--- src/rtl/el2_dec_gpr_wb_arb_pkg.sv ---
// ============================================================================
// el2_dec_gpr_wb_arb_pkg : shared types for the GPR write-back scheduler
// Rev 1.0 - initial release
// ============================================================================
`default_nettype none

package el2_dec_gpr_wb_arb_pkg;

  localparam int GPR_WB_NPORTS = 3;

  typedef struct packed {
    logic [4:0]  waddr;
    logic [31:0] wd;
  } gpr_wb_req_t;

  // A write to x0 never reaches the register file.
  function automatic logic gpr_wb_live(input logic wen, input logic [4:0] waddr);
    return wen & (waddr != 5'd0);
  endfunction

endpackage

`default_nettype wire

--- src/rtl/el2_dec_wb_rr_pick.sv ---
// ============================================================================
// el2_dec_wb_rr_pick : rotating find-first over requests, minus an exclusion mask
// Rev 1.0 - initial release
// ============================================================================
`default_nettype none

module el2_dec_wb_rr_pick
  import el2_dec_gpr_wb_arb_pkg::*;
#(
  parameter int N_REQ = 4,
  parameter int PTR_W = $clog2(N_REQ)
) (
  input  logic [N_REQ-1:0] i_req,
  input  logic [N_REQ-1:0] i_excl,
  input  logic [PTR_W-1:0] i_ptr,
  output logic             o_vld,
  output logic [PTR_W-1:0] o_idx
);

  logic [N_REQ-1:0] w_cand;
  logic [PTR_W-1:0] w_j;
  int               j;

  // Scanning from the far end lets the candidate nearest the pointer win last.
  always_comb begin
    w_cand = i_req & ~i_excl;
    o_vld  = 1'b0;
    o_idx  = '0;
    j      = 0;
    w_j    = '0;
    for (int k = N_REQ - 1; k >= 0; k--) begin
      j = int'(i_ptr) + k;
      if (j >= N_REQ) j = j - N_REQ;
      w_j = PTR_W'(j);
      if (w_cand[w_j]) begin
        o_vld = 1'b1;
        o_idx = w_j;
      end
    end
  end

endmodule

`default_nettype wire

--- src/rtl/el2_dec_gpr_wb_arb.sv ---
// ============================================================================
// el2_dec_gpr_wb_arb : schedules pipe + N_REQ secondary writes onto 3 GPR ports
// Optional stall counters via RV_GPR_WB_ARB_STATS_EN. Rev 1.0 - initial release
// ============================================================================
`default_nettype none

module el2_dec_gpr_wb_arb
  import el2_dec_gpr_wb_arb_pkg::*;
#(
  parameter int N_REQ       = 4,
  parameter int STALL_CNT_W = 16
) (
  input  logic                        clk,
  input  logic                        rst_l,
  input  logic                        scan_mode,
  input  logic                        pipe_wen,
  input  logic [4:0]                  pipe_waddr,
  input  logic [31:0]                 pipe_wd,
  input  logic [N_REQ-1:0]            req_valid,
  input  logic [N_REQ-1:0][4:0]       req_waddr,
  input  logic [N_REQ-1:0][31:0]      req_wd,
  output logic [N_REQ-1:0]            req_ready,
  output logic                        wen0,
  output logic                        wen1,
  output logic                        wen2,
  output logic [4:0]                  waddr0,
  output logic [4:0]                  waddr1,
  output logic [4:0]                  waddr2,
  output logic [31:0]                 wd0,
  output logic [31:0]                 wd1,
  output logic [31:0]                 wd2,
`ifdef RV_GPR_WB_ARB_STATS_EN
  output logic [N_REQ-1:0][STALL_CNT_W-1:0] stall_cnt,
`endif
  output logic                        arb_busy
);

  localparam int PTR_W = $clog2(N_REQ);

  if ((N_REQ < 2) || (N_REQ > 8) || (STALL_CNT_W < 1)) begin : g_param_check
    $error("el2_dec_gpr_wb_arb: unsupported N_REQ/STALL_CNT_W");
  end

  function automatic logic [PTR_W-1:0] ptr_inc(input logic [PTR_W-1:0] idx);
    return (idx == PTR_W'(N_REQ - 1)) ? '0 : idx + 1'b1;
  endfunction

  logic [PTR_W-1:0]  ptr_q, ptr_d;
  logic [N_REQ-1:0]  w_elig, w_excl1, w_excl2, w_grant;
  logic              w_vld1, w_vld2;
  logic [PTR_W-1:0]  w_idx1, w_idx2;
  logic [4:0]        w_win1_addr;

  logic              wen_d  [GPR_WB_NPORTS];
  logic              wen_q  [GPR_WB_NPORTS];
  gpr_wb_req_t       port_d [GPR_WB_NPORTS];
  gpr_wb_req_t       port_q [GPR_WB_NPORTS];

  // The pipe owns its destination this cycle; x0 never blocks anyone.
  always_comb begin
    for (int i = 0; i < N_REQ; i++) begin
      w_elig[i] = req_valid[i] &
                  ~(gpr_wb_live(pipe_wen, pipe_waddr) && (req_waddr[i] == pipe_waddr));
    end
  end

  assign w_excl1     = '0;
  assign w_win1_addr = req_waddr[w_idx1];

  always_comb begin
    for (int i = 0; i < N_REQ; i++) begin
      w_excl2[i] = w_vld1 &
                   ((PTR_W'(i) == w_idx1) ||
                    ((w_win1_addr != 5'd0) && (req_waddr[i] == w_win1_addr)));
    end
  end

  el2_dec_wb_rr_pick #(.N_REQ(N_REQ), .PTR_W(PTR_W)) u_pick1 (
    .i_req  (w_elig),
    .i_excl (w_excl1),
    .i_ptr  (ptr_q),
    .o_vld  (w_vld1),
    .o_idx  (w_idx1)
  );

  el2_dec_wb_rr_pick #(.N_REQ(N_REQ), .PTR_W(PTR_W)) u_pick2 (
    .i_req  (w_elig),
    .i_excl (w_excl2),
    .i_ptr  (ptr_q),
    .o_vld  (w_vld2),
    .o_idx  (w_idx2)
  );

  always_comb begin
    w_grant = '0;
    if (w_vld1) w_grant[w_idx1] = 1'b1;
    if (w_vld2) w_grant[w_idx2] = 1'b1;
    ptr_d = ptr_q;
    if (w_vld2)      ptr_d = ptr_inc(w_idx2);
    else if (w_vld1) ptr_d = ptr_inc(w_idx1);
  end

  assign req_ready = rst_l ? w_grant : '0;
  assign arb_busy  = rst_l & (|(req_valid & ~w_grant));

  // A port with wen low always carries zero address and data, x0 grants included.
  always_comb begin
    wen_d[0]  = gpr_wb_live(pipe_wen, pipe_waddr);
    port_d[0] = wen_d[0] ? '{waddr: pipe_waddr, wd: pipe_wd} : '0;
    wen_d[1]  = gpr_wb_live(w_vld1, req_waddr[w_idx1]);
    port_d[1] = wen_d[1] ? '{waddr: req_waddr[w_idx1], wd: req_wd[w_idx1]} : '0;
    wen_d[2]  = gpr_wb_live(w_vld2, req_waddr[w_idx2]);
    port_d[2] = wen_d[2] ? '{waddr: req_waddr[w_idx2], wd: req_wd[w_idx2]} : '0;
  end

  always_ff @(posedge clk or negedge rst_l) begin
    if (!rst_l) begin
      ptr_q <= '0;
      for (int p = 0; p < GPR_WB_NPORTS; p++) begin
        wen_q[p]  <= 1'b0;
        port_q[p] <= '0;
      end
    end else begin
      ptr_q <= ptr_d;
      for (int p = 0; p < GPR_WB_NPORTS; p++) begin
        if (wen_d[p] | wen_q[p] | scan_mode) begin
          wen_q[p]  <= wen_d[p];
          port_q[p] <= port_d[p];
        end
      end
    end
  end

  assign wen0   = wen_q[0];
  assign wen1   = wen_q[1];
  assign wen2   = wen_q[2];
  assign waddr0 = port_q[0].waddr;
  assign waddr1 = port_q[1].waddr;
  assign waddr2 = port_q[2].waddr;
  assign wd0    = port_q[0].wd;
  assign wd1    = port_q[1].wd;
  assign wd2    = port_q[2].wd;

`ifdef RV_GPR_WB_ARB_STATS_EN
  logic [N_REQ-1:0][STALL_CNT_W-1:0] stall_cnt_q, stall_cnt_d;

  always_comb begin
    for (int i = 0; i < N_REQ; i++) begin
      stall_cnt_d[i] = stall_cnt_q[i];
      if (req_valid[i] & ~w_grant[i] & ~(&stall_cnt_q[i]))
        stall_cnt_d[i] = stall_cnt_q[i] + 1'b1;
    end
  end

  always_ff @(posedge clk or negedge rst_l) begin
    if (!rst_l) stall_cnt_q <= '0;
    else        stall_cnt_q <= stall_cnt_d;
  end

  assign stall_cnt = stall_cnt_q;
`endif

`ifdef RV_ASSERT_ON
  a_port_exclusive: assert property (@(posedge clk) disable iff (!rst_l)
    !((wen0 && wen1 && (waddr0 == waddr1) && (waddr0 != 5'd0)) ||
      (wen0 && wen2 && (waddr0 == waddr2) && (waddr0 != 5'd0)) ||
      (wen1 && wen2 && (waddr1 == waddr2) && (waddr1 != 5'd0))));
  a_ready_needs_valid: assert property (@(posedge clk) disable iff (!rst_l)
    ((req_ready & ~req_valid) == '0));
`endif

endmodule

`default_nettype wire

--- config.mk ---
export PLATFORM = sky130hd
export DESIGN_NAME = el2_dec_gpr_wb_arb
export DESIGN_NICKNAME = d
export VERILOG_FILES = /design/src/rtl/el2_dec_gpr_wb_arb_pkg.sv /design/src/rtl/el2_dec_wb_rr_pick.sv /design/src/rtl/el2_dec_gpr_wb_arb.sv
export SDC_FILE = /design/constraint.sdc
export NUM_CORES = 1
export LEC_CHECK = 0
export CORE_ASPECT_RATIO = 0.9
export CORE_MARGIN = 5
export CORE_UTILIZATION = 45
export CTS_CLUSTER_SIZE = 40
export DETAILED_ROUTE_END_ITERATION = 7
export PLACE_DENSITY = 0.92
export SLEW_MARGIN = 20
export SYNTH_ARGS = -nofsm -noshare
export SYNTH_HDL_FRONTEND = slang
export SYNTH_SLANG_ARGS = --single-unit
export TNS_END_PERCENT = 30
--- constraint.sdc ---
create_clock -name clk -period 11.2 [get_ports clk]
set_clock_uncertainty 0.05 [all_clocks]
set_input_delay 2.24 -clock clk [delete_from_list [all_inputs] [get_ports clk]]
set_output_delay 2.24 -clock clk [all_outputs]
set_load 0.02 [all_outputs]
==> results.md, run 1 <==
- Status: completed
- Synthesized area: 8273 sq um
- Antenna cells: 0
- Combinational share of power: 61.9%
- Cell total after placement: 1428
- Clock sink count: 116
- CTS Buf Count: 17
- Post-CTS Resized: 0
- Die area: 21200 sq um
- Gpl congestion: 0.9746
- Min Clock Period, post-route: 10.73 ns
- Slew of the pin with the lowest slew margin: 0.9779 ns
- Via total after detailed routing: 8810
- Pleak: 4.887 nW
- CTS root buf: clkbuf_16
- Post-synthesis mux area share: 12.60%
- Routed length per instance: 21.55 um
- Fmax: 93.18 MHz
- Dpl hpwl: 22.98 mm
- Final Cycle Share: 95.82%
- Max-slew headroom: 34.80%
- Boundary pin count: 312
- Die width: 152.9 um
- Hold Fails Final Rpt: 0
- Wl on met1: 12.66 mm
- Post-route ant nets: 0
- Area leader, netlist: dfrtp_1
- Largest net degree at the start of global routing: 67
- Met3 routed WL: 2.679 mm
- TritonCTS clock tree: done
- Die H: 138.6 um
- GRT Overall Usage: 28.19%
- Fin cells: 1460
- Clock Power Share: 16.7%
- Worst path max stage delay: 0.65 ns
- Slowest stage cell, crit path: clkdlybuf4s50_1
- EDFF count, synth: 0
- CP Capture Type: output port
- First-pass iteration count of the detailed router: 8
- Async SR Flop Fraction: 100.0%
- Ys Warns: 0
- Core Region: 18230 sq um
- Routed WL: 31.47 mm
- Vias in the first global route: 8674
- Crit path DAT: 8.44 ns
- Clock latency on the worst-skew pair: 0.42 ns
- CTS Buffer Depth: 2
- Seq/Total Area, Yosys: 35.09%
- RSZ-0062 raised after global routing: no
- Layout cell share with drive strength beyond 1: 10.29%
- Max Slew Vio Count: 0
- Synth Area in Simple Gates: 17.71%
- Compound-Gate Fraction of Synth Area: 23.55%
- Pwr Density: 266.4 nW/um^2
- H-tree levels: 4
- Max layer used: met4
- Total Power: 3.219 mW
- CP Data Required Time: 8.91 ns
- Net Sw Frac: 45.22%
- Synth top area cells: dfrtp_1, nand2_1, mux2i_1, nand3_1, a32o_1
- Largest family of logic cells by synthesized area: compound AO/OA/AOI/OAI gates
- Gate Count Post-Synth: 927
- Synth Register Bits: 116
- Yosys cell types: 75
- Initial antenna violation count: 0
- CP startpoint kind: primary input
- Synth Net Count: 1128
- # rows: 47
- Critical path cell sequence: clkdlybuf4s50_1, or4_1, o21ai_4, inv_4, a311oi_4, o31a_2, nor2_4, inv_2, o211ai_2, and3_1, nor4_1, a41oi_1, o311ai_4, and2_4, inv_1, ha_1, a22oi_1, a22oi_1, a21boi_0, clkdlybuf4s50_1
- Worst vdd ir: 0.0001512 V
- Worst-path fanout max: 36
- Pre-CTS setup slack: 0.4478 ns
- DRC: 0
- Max-cap viol count: 0
- XOR/XNOR Fraction of Synth Area: 4.129%
- DR WL met2: 14.82 mm
- Hold buffer count at CTS: 0
- Dominant synthesized flop cell: dfrtp_1
- Hold WC Path Type: register to register
- Starting density of the core: 45.38%
- Total negative slack: 0 ns
- Seq pwr share: 21.4%
- # fillers: 1491
- Nets: 1403
- Final setup margin: 0.4684 ns
- Setup violations, final: 0
- Setup CP Type: primary input to output port
- Congestion Overflow GR: 0
- First-iteration detailed-routing DRC count: 694
- Synth top area share: 35.09%
- Syn_area_per_cell: 8.924 sq um
- Hold_ws: 0.4436 ns
- Port Buffers: 311
- Internal power: 1.763 mW
- Clk slew on worst S/H paths: 0.06 ns
- Post-CTS setup repair buffer count: 0
- First-pass GRT wire length: 48.29 mm
- Psw: 1.455 mW
- Synth Area in Adders: 1.210%
- Vias/cell: 6.034
- Area grow syn2layout: 46.05%
==> critical path: cells and delay by family <==
kind / cells / cell delay (ns)
compound gates: 9 / 2.33
fa+ha+maj: 1 / 0.21
simple gates: 5 / 1.81
buf+inv: 5 / 1.84
==> routing by layer <==
layer	GRT usage, %	up-vias
met5	0	-
met4	11.95	0
li1	-	3948
met1	36.32	4257
met3	6.521	104
met2	45.68	501
==> worst paths after layout <==
| kind | startpoint | to | slack (ns) | cells after the start |
|---|---|---|---|---|
| worst max-delay path | pipe_waddr[0] | arb_busy | 0.47 | 20 |
| worst min-delay path | wd1[20]$_DFFE_PN0P_ | wd1[20]$_DFFE_PN0P_ | 0.44 | 1 |
| worst max register to register | ptr_q[1]$_DFFE_PN0P_ | wd2[7]$_DFFE_PN0P_ | 4.23 | 19 |
| worst min register to register | wd1[20]$_DFFE_PN0P_ | wd1[20]$_DFFE_PN0P_ | 0.44 | 1 |
| max in group asynchronous | rst_l | waddr1[1]$_DFFE_PN0P_ | 7.90 | 2 |
| min in group asynchronous | rst_l | waddr0[3]$_DFFE_PN0P_ | 1.82 | 1 |
==> kinds of logic (layout without fill, tap and decap cells) <==
| family | count (synthesis) | count (layout) |
|---|---|---|
| AO/OA/AOI/OAI | 232 | 232 |
| AND/OR/NAND/NOR | 333 | 333 |
| multiplexers | 100 | 100 |
| buffers and inverters | 99 | 387 |
| flip-flops | 116 | 116 |
| XOR/XNOR | 39 | 39 |
| adder cells (fa/ha/maj) | 8 | 8 |
==> state kept, by name, indices dropped and copies added (netlist names), 2 cells and up <==
register / cells
waddr1: 5
waddr0: 5
waddr2: 5
ptr_q: 2
wd2: 32
wd1: 32
wd0: 32
==> Yosys cell counts, drive strengths merged (3+ instances only) <==
master,count
clkbuf,52
o21bai,3
a211oi,7
and2,4
o311ai,6
buf,24
xor2,9
nor4,3
a21o,5
a32o,40
nor2b,4
a21boi,4
nand3,89
xnor2,30
o21ai,51
mux2i,67
a2111oi,3
nor2,9
nand2,200
a22o,37
a22oi,8
nor3,11
dfrtp,116
o211ai,8
a21oi,28
inv,23
mux2,33
ha,8
o31ai,8
o41ai,3
and3,5
==> placed cells by master, fill, tap and decap left out, types with 5 or more instances in the layout <==
cell type        instances
a21oi_1                 26
a22o_1                  37
a22oi_1                  8
a32o_1                  40
and3_1                   5
buf_4                   21
clkbuf_16               17
clkdlybuf4s50_1        310
dfrtp_1                116
ha_1                     8
inv_1                   17
inv_2                    5
inv_6                    6
mux2_2                  32
mux2i_1                 67
nand2_1                200
nand3_1                 89
nor2_1                   6
nor3_1                   9
o21ai_0                 48
xnor2_1                 30
xor2_1                   9
==> power groups by stage <==
stage          Clock, mW  Combinational [mW]  Sequential, mW
2_1_floorplan          0                1.12           0.849
3_3_place_gp           0                1.93           0.685
3_5_place_dp           0                1.98           0.691
4_1_cts            0.544                1.99           0.686
5_1_grt            0.562                2.13           0.705
6_report           0.536                1.99           0.689
==> through the flow <==
| stage | area (sq um) | utilization (%) |
|---|---|---|
| after global placement | 11500 | 63.11 |
| after CTS | 12080 | 66.24 |
| after detailed placement | 11500 | 63.11 |
| after floorplan | 8273 | - |
| after global routing | 12080 | 66.28 |
| final | 12080 | 66.28 |
==> cell type report <==
class / count / area (sq um) / share of cell area [%]
Clock buffer: 17 / 425.4 / 3.521
Clock inverter: 15 / 145.1 / 1.201
Inverter: 23 / 88.84 / 0.7352
Multi-Input combinational cell: 712 / 4933 / 40.83
Sequential cell: 116 / 2903 / 24.02
Tap cell: 245 / 306.5 / 2.537
Timing Repair Buffer: 332 / 3281 / 27.15
No activity file was read; power rests on OpenSTA's default activity.
==> run 2, diff against run 1 <==
--- a/config.mk
+++ b/config.mk
@@ -10,6 +10,7 @@
 export CORE_UTILIZATION = 45
 export CTS_CLUSTER_SIZE = 40
 export DETAILED_ROUTE_END_ITERATION = 7
+export HOLD_SLACK_MARGIN = 0.05
 export PLACE_DENSITY = 0.92
 export SLEW_MARGIN = 20
 export SYNTH_ARGS = -nofsm -noshare
==> constraint.sdc (replaced) <==
create_clock -name clk -period 11.2 [get_ports clk]
set_clock_uncertainty 0.05 [all_clocks]
set_input_delay 1.68 -clock clk [delete_from_list [all_inputs] [get_ports clk]]
set_output_delay 1.68 -clock clk [all_outputs]
set_load 0.02 [all_outputs]
==> run 2 against run 1 <==
Compared with the run above:
- combinational power is essentially flat
- final cell count shrank 0.55%
- critical path type unchanged
- final area shrank 0.61%
- register-to-register slack gained 0.08 ns
==> results.md, run 2 (synthesis results as in run 1) <==
- Setup violations, final: 0
- Initial antenna violation count: 0
- CP startpoint kind: primary input
- Layout cell share with drive strength beyond 1: 9.693%
- Clock sink count: 116
- CP Data Required Time: 9.47 ns
- Post-route ant nets: 0
- Core Region: 18230 sq um
- Total Power: 3.197 mW
- Area grow syn2layout: 45.16%
- Worst vdd ir: 0.0001415 V
- Worst-path fanout max: 44
- DR WL met2: 14.82 mm
- Max-slew headroom: 31.81%
- Die area: 21200 sq um
- Status: completed
- Starting density of the core: 45.38%
- RSZ-0062 raised after global routing: no
- First-pass GRT wire length: 48.55 mm
- Clock latency on the worst-skew pair: 0.41 ns
- Vias/cell: 5.999
- Clk slew on worst S/H paths: 0.06 ns
- Die width: 152.9 um
- H-tree levels: 4
- Wl on met1: 12.23 mm
- Most common cell after layout, fill and taps aside: clkdlybuf4s50_1
- Routed WL: 30.93 mm
- Total negative slack: 0 ns
- Via total after detailed routing: 8711
- Port Buffers: 311
- Hold buffer count at CTS: 0
- FF/Latch Area: 2903 sq um
- Hold WC Path Type: register to register
- Die H: 138.6 um
- CTS Buf Count: 17
- Max layer used: met4
- Multi-input logic area: 4926 sq um
- Fmax: 97.17 MHz
- Antenna cells: 0
- Congestion Overflow GR: 0
- Nets: 1395
- GRT Overall Usage: 28.08%
- DRC: 0
- Slew of the pin with the lowest slew margin: 1.023 ns
- First-iteration detailed-routing DRC count: 657
- Post-CTS setup repair buffer count: 0
- TritonCTS clock tree: done
- Routed length per instance: 21.30 um
- CTS Buffer Depth: 2
- Pleak: 4.851 nW
- Final Cycle Share: 91.89%
- Hold Fails Final Rpt: 0
- Min Clock Period, post-route: 10.29 ns
- Commonest non-fill, non-tap cells in the layout: clkdlybuf4s50_1, nand2_1, dfrtp_1
- Dpl hpwl: 22.70 mm
- Gpl congestion: 1.028
- Post-CTS Resized: 0
- Max Slew Vio Count: 0
- Met3 routed WL: 2.680 mm
- Largest net degree at the start of global routing: 67
- First-pass iteration count of the detailed router: 6
- # fillers: 1472
- # rows: 47
- Setup CP Type: primary input to output port
- Pwr Density: 266.2 nW/um^2
- Crit path DAT: 8.56 ns
- CP Capture Type: output port
- Vias in the first global route: 8760
- Max-cap viol count: 0
- CTS root buf: clkbuf_16
- Boundary pin count: 312
==> run 2: final timing paths <==
kind,startpoint,endpoint,slack (ns),depth (start not counted)
min reg2reg,wd1[26]$_DFFE_PN0P_,wd1[26]$_DFFE_PN0P_,0.44,1
max,pipe_waddr[0],arb_busy,0.91,20
max reg2reg,ptr_q[1]$_DFFE_PN0P_,wd2[25]$_DFFE_PN0P_,4.31,19
min in group asynchronous,rst_l,waddr0[2]$_DFFE_PN0P_,1.26,1
min,wd1[26]$_DFFE_PN0P_,wd1[26]$_DFFE_PN0P_,0.44,1
max in group asynchronous,rst_l,waddr2[1]$_DFFE_PN0P_,8.48,2
==> run 2: cell type report <==
class | instances | area share, %
sequential | 116 | 24.17
inverter | 23 | 0.7397
tap | 245 | 2.553
multi-input combinational | 712 | 41.02
timing repair buffer | 324 | 26.71
clock buffer | 19 | 3.772
clock inverter | 13 | 1.031
==> run 2: critical path, cell delays in order <==
cell             delay [ns]
clkdlybuf4s50_1        0.57
or4_1                  0.59
o21ai_2                0.47
o31ai_2                0.32
o311ai_4               0.56
nor2_8                 0.19
buf_4                  0.34
o211ai_1               0.34
a222oi_1               0.14
a21o_2                 0.30
inv_2                  0.31
a41oi_1                0.32
o311ai_4               0.49
and2_4                 0.36
inv_1                  0.10
ha_1                   0.22
a22oi_1                0.22
a22oi_1                0.13
a21boi_0               0.19
clkdlybuf4s50_1        0.65
==> run 2: per-stage QoR <==
| step | worst slack (ns) | instance area, sq um | util (%) | cells | hold WS [ns] |
|---|---|---|---|---|---|
| after floorplan | 2.477 | 8273 | - | 927 | 0.5602 |
| final | 0.9083 | 12010 | 65.88 | 1452 | 0.4409 |
| after detailed placement | 1.082 | 11430 | 62.71 | 1420 | 0.4304 |
| after CTS | 1.067 | 12010 | 65.88 | 1452 | 0.4434 |
| after global routing | 0.5746 | 12010 | 65.88 | 1452 | 0.4479 |
| after global placement | 1.336 | 11430 | 62.71 | 1420 | 0.4225 |
==> run 2: layer usage <==
metal  GRT usage, %  vias up
met5              0        -
li1               -     3931
met2          45.96      498
met4          11.20        0
met1          35.56     4179
met3          7.363      103
==> run 2: power by group <==
group	total, mW	internal [mW]	switching [mW]
combinational	1.97	0.851	1.12
clock	0.538	0.319	0.219
sequential	0.686	0.581	0.104
==> run 3, diff against run 2 <==
==> constraint.sdc (replaced) <==
create_clock -name clk -period 9.5 [get_ports clk]
set_clock_uncertainty 0.05 [all_clocks]
set_input_delay 1.425 -clock clk [delete_from_list [all_inputs] [get_ports clk]]
set_output_delay 1.425 -clock clk [all_outputs]
set_load 0.02 [all_outputs]
==> run 3 against run 2 <==
Compared with the run above:
- routed wire length down 1.1%
- core utilization up 0.44 points
- worst setup slack worse by 0.62 ns
- flip-flop and latch count unchanged
- power up 18%
- sequential share of layout area down 0.16 points
- final cell count up 0.69%
- clock-buffer cell count down 2
- sequential power up 18%
- die area unchanged
- global-route usage down 0.33 points
- critical path type unchanged
==> results.md, run 3 (synthesis results as in run 1) <==
- Worst-path fanout max: 26
- Max layer used: met4
- Status: completed
- # fillers: 1464
- Clock latency on the worst-skew pair: 0.42 ns
- Gpl congestion: 0.9883
- Hold buffer count at CTS: 0
- Area grow syn2layout: 46.13%
- First-pass GRT wire length: 47.89 mm
- Congestion Overflow GR: 0
- CTS Buf Count: 17
- Fmax: 108.6 MHz
- TritonCTS clock tree: done
- Hold Path Cell Cnt: 1
- Total Power: 3.774 mW
- Clk slew on worst S/H paths: 0.06 ns
- Slowest stage cell, crit path: clkdlybuf4s50_1
- Layout cell share with drive strength beyond 1: 10.44%
- Max-cap viol count: 0
- Multi-input logic area: 4933 sq um
- Initial antenna violation count: 0
- Clock Power Share: 16.8%
- Die H: 138.6 um
- Cell family contributing the most delay on the critical path: compound AO/OA/AOI/OAI gates
- Combinational share of power: 61.8%
- Die width: 152.9 um
- First-pass iteration count of the detailed router: 5
- CP startpoint kind: primary input
- Psw: 1.701 mW
- Starting density of the core: 45.38%
- Met3 routed WL: 2.737 mm
- First-iteration detailed-routing DRC count: 668
- Worst Hold End: wd1[18]$_DFFE_PN0P_
- CP Capture Type: output port
- Internal power: 2.074 mW
- Setup violations, final: 0
- Reg-to-Reg End: wd2[7]$_DFFE_PN0P_
- Worst vdd ir: 0.0002576 V
- Max Slew Vio Count: 0
- Crit Reg-Reg Startpoint: ptr_q[1]$_DFFE_PN0P_
- Net Sw Frac: 45.06%
- Worst path max stage delay: 0.67 ns
- Hold Fails Final Rpt: 0
- Vias/cell: 5.989
- Core Region: 18230 sq um
- Wl on met1: 12.03 mm
- Routed length per instance: 20.93 um
- CTS Buffer Depth: 2
- Clock sink count: 116
- Final Cycle Share: 96.94%
- Total negative slack: 0 ns
- Critical path cell sequence: clkdlybuf4s50_1, or4_1, o21ai_4, o31ai_2, o31a_2, nor2_4, buf_4, o211ai_2, and3_1, nor4_1, a41oi_1, o311ai_4, and2_4, inv_1, ha_1, a22oi_1, a22oi_1, a21boi_0, clkdlybuf4s50_1
- Largest net degree at the start of global routing: 76
- Hold WC Path Type: register to register
- Routed WL: 30.60 mm
- Setup CP Type: primary input to output port
- Crit path DAT: 7.73 ns
- Via total after detailed routing: 8756
- Nets: 1405
- Antenna cells: 0
- FF/Latch Area: 2903 sq um
- Pwr Density: 312.2 nW/um^2
- FF-to-FF path depth: 19
- Die area: 21200 sq um
- R2r setup slk: 2.64 ns
- Pleak: 4.898 nW
- Post-route ant nets: 0
- CP Data Required Time: 8.03 ns
- RSZ-0062 raised after global routing: no
- Max-slew headroom: 25.03%
- Min Clock Period, post-route: 9.209 ns
- CTS root buf: clkbuf_16
- Port Buffers: 311
- GRT Overall Usage: 27.75%
- CP Buf/Inv Count: 4
- H-tree levels: 4
- DR WL met2: 14.74 mm
- Hold Crit Start: wd1[18]$_DFFE_PN0P_
- Commonest non-fill, non-tap cells in the layout: clkdlybuf4s50_1, nand2_1, dfrtp_1
- Boundary pin count: 312
- Seq pwr share: 21.5%
- Vias in the first global route: 8663
- Dpl hpwl: 22.31 mm
- DRC: 0
- Slew of the pin with the lowest slew margin: 1.125 ns
- # rows: 47
- Most common cell after layout, fill and taps aside: clkdlybuf4s50_1
-- run 3: cell count changes in the layout (fill, tap and decap cells not counted), sizes merged --
cell / change
buf: +10
clkbuf: -2
clkinv: -2
inv: +4
-- run 3: cell type report --
type / count / area share (%)
Tap cell: 245 / 2.536
Inverter: 23 / 0.7555
Multi-Input combinational cell: 712 / 40.81
Timing Repair Buffer: 334 / 27.16
Clock inverter: 15 / 1.211
Clock buffer: 17 / 3.519
Sequential cell: 116 / 24.01
-- run 3: metal layers --
metal	global-route usage [%]	up-vias
met1	35.51	4214
li1	-	3963
met3	6.677	82
met2	45.40	497
met4	11.11	0
met5	0	-
-- run 3: worst max-delay path by stage --
stage               cells past startpoint           from       end
floorplan                              25  pipe_waddr[0]  arb_busy
detailed placement                     20  pipe_waddr[2]  arb_busy
global placement                       20  pipe_waddr[2]  arb_busy
finish                                 19  pipe_waddr[2]  arb_busy
CTS                                    20  pipe_waddr[2]  arb_busy
global route                           19  pipe_waddr[2]  arb_busy
-- run 3: metrics by stage --
step	instance area (sq um)	utilization [%]	setup slack [ns]	std cells	hold slack, ns
3_3_place_gp	11480	63.00	0.3861	1427	0.4241
3_5_place_dp	11480	63.00	0.2434	1427	0.4306
6_report	12090	66.31	0.2906	1462	0.4430
5_1_grt	12090	66.31	0.01321	1462	0.4532
2_1_floorplan	8273	-	1.287	927	0.5602
4_1_cts	12060	66.14	0.2422	1459	0.4458
-- run 3: power by group through the flow --
stage	clock network, mW	logic, mW	registers (mW)
after CTS	0.638	2.31	0.807
after floorplan	0	1.32	1.00
final	0.633	2.33	0.810
after global routing	0.663	2.50	0.829
after detailed placement	0	2.30	0.812
after global placement	0	2.25	0.806
-- run 3: repair_timing --
item / in CTS / in global routing
resized for setup: 0 / 3
endpoints found under the setup margin: 0 / 1
buffers inserted: 0 / 3
hold endpoints to repair: 0 / 0
==> patch: new RTL, settings of run 3 <==
Add an input register stage for `scan_mode`, cleared by the reset; this delays it by one clock. The other inputs are not delayed to match.
--- a/src/rtl/el2_dec_gpr_wb_arb.sv
+++ b/src/rtl/el2_dec_gpr_wb_arb.sv
@@ -37,4 +37,14 @@
 
   localparam int PTR_W = $clog2(N_REQ);
+
+  logic scan_mode_q;
+
+  always_ff @(posedge clk or negedge rst_l) begin
+    if (!rst_l) begin
+      scan_mode_q <= '0;
+    end else begin
+      scan_mode_q <= scan_mode;
+    end
+  end
 
   if ((N_REQ < 2) || (N_REQ > 8) || (STALL_CNT_W < 1)) begin : g_param_check
@@ -124,5 +134,5 @@
       ptr_q <= ptr_d;
       for (int p = 0; p < GPR_WB_NPORTS; p++) begin
-        if (wen_d[p] | wen_q[p] | scan_mode) begin
+        if (wen_d[p] | wen_q[p] | scan_mode_q) begin
           wen_q[p]  <= wen_d[p];
           port_q[p] <= port_d[p];
Function: same outputs for any inputs over 4 cycles, from zero or initial values and one cycle with rst_l low; that may be too few to reach the edited logic, so the function may still have changed.
==> patch against run 3 <==
  * Wire length is 2.3% higher
  * Sequential cell count is 1 higher
  * Synthesized area is 0.30% higher
  * Worst setup slack better by 0.018 ns
  * Cell area is 0.37% higher
  * Fmax is 0.19% higher
  * Sequential power hardly changed
  * Utilization hardly changed
  * Total power is 0.53% higher
==> patch: results (changes against run 3) <==
Clock slew at reported path FFs: 0.06 ns (about the same)
Vias in the first global route: 8724 (was 8663)
Seq pwr share: 21.4%
CP peak stage delay: 0.65 ns (was 0.67 ns)
Synth Area in Compound Gates: 23.5% (about the same)
Antenna cell count: 0 (unchanged)
Mux share of post-synthesis cell area: 12.6% (about the same)
Clock network power: 0.000646 W (was 0.000633 W)
M1 wire length: 12500 um (was 12000 um)
Initial antenna violation count: 0 (unchanged)
Pre-CTS setup slack: 0.0835 ns (was 0.243 ns)
Synth Area per Inst: 8.94 um^2 (was 8.92 um^2)
Total track usage: 28.5% (was 27.7%)
Sequential fraction of the synthesis area: 35.3% (was 35.1%)
Combinational share of power: 61.6% (was 61.8%)
Worst Hold Class: reg2reg (unchanged)
Met3 usage in global routing: 5.96% (was 6.68%)
Delay-heaviest family, CP: compound AO/OA/AOI/OAI gates (unchanged)
Switch share: 45.3% (was 45.1%)
Status: complete, no violations (unchanged)
Adder-Cell Fraction of Synth Area: 1.21% (about the same)
H-tree depth: 4 (unchanged)
Later-pin clock latency in the skew report: 0.41 ns
Met2 wire len: 15400 um (was 14700 um)
Pin count of the biggest net entering global routing: 76 (unchanged)
Share of layout cells above drive strength 1: 10.5% (was 10.4%)
Root buffer cell: clkbuf_16 (unchanged)
Most common library cells after synthesis: nand2_1, dfrtp_1, nand3_1 (unchanged)
DP Area: 0.0115 mm^2 (about the same)
Max clock buf depth: 2 (unchanged)
Initial DRC Count: 711 (was 668)
WL/cell: 21.4 um (was 20.9 um)
Critical path peak fanout: 36 (was 26)
Uppermost layer routed: met4 (unchanged)
Largest cells by area after synthesis: dfrtp_1, nand2_1, mux2i_1, nand3_1, a32o_1 (unchanged)
GR Util met2: 47.7% (was 45.4%)
Grt met1 use: 37.1% (was 35.5%)
Worst Path Arrival: 7.72 ns (was 7.73 ns)
XOR/XNOR Fraction of Synth Area: 4.12% (was 4.13%)
VDD IR max: 0.244 mV (was 0.258 mV)
WL met3: 2550 um (was 2740 um)
Final net count: 1403 (was 1405)
First-pass GRT wire length: 49200 um (was 47900 um)
Slew @ Worst Pin: 1.14 ns (was 1.12 ns)
CTS buffer count: 17 (unchanged)
Vias per std cell: 5.92 (was 5.99)
Yosys Warn Count: 0 (unchanged)
Async SR Flop Fraction: 100% (unchanged)
PortBufs: 311 (unchanged)
Syn nets: 1129 (was 1128)
Detailed Routing Iterations Pass 1: 6 (was 5)
LEAKAGE: 4.90 nW (about the same)
Detailed Place HPWL: 22900 um (was 22300 um)
Post-cts resize count: 0 (unchanged)
Routability congestion estimate: 0.960 (was 0.988)
Post-synth cell types: 75 (unchanged)
Fin cells: 1460 (was 1462)
Slowest stage cell, crit path: clkdlybuf4s50_1 (unchanged)
==> patch: final cells by class <==
type / instances / area [um^2]
Sequential cell: 117 / 2930
Timing Repair Buffer: 331 / 3260
Fill cell: 1463 / 6150
Tap cell: 245 / 307
Inverter: 23 / 90.1
Clock inverter: 15 / 159
Clock buffer: 17 / 425
Multi-Input combinational cell: 712 / 4960
==> patch: path summary, 6_finish.rpt <==
path                                           start                    to  slack (ns)  cells past startpoint
worst max-delay path                   pipe_waddr[2]              arb_busy        0.31                     20
worst min-delay path             wd1[20]$_DFFE_PN0P_   wd1[20]$_DFFE_PN0P_        0.44                      1
worst max register to register  ptr_q[1]$_DFFE_PN0P_   wd2[12]$_DFFE_PN0P_        2.68                     19
worst min register to register   wd1[20]$_DFFE_PN0P_   wd1[20]$_DFFE_PN0P_        0.44                      1
max in group asynchronous                      rst_l   wd1[22]$_DFFE_PN0P_        7.08                      2
min in group asynchronous                      rst_l  ptr_q[1]$_DFFE_PN0P_        1.03                      1
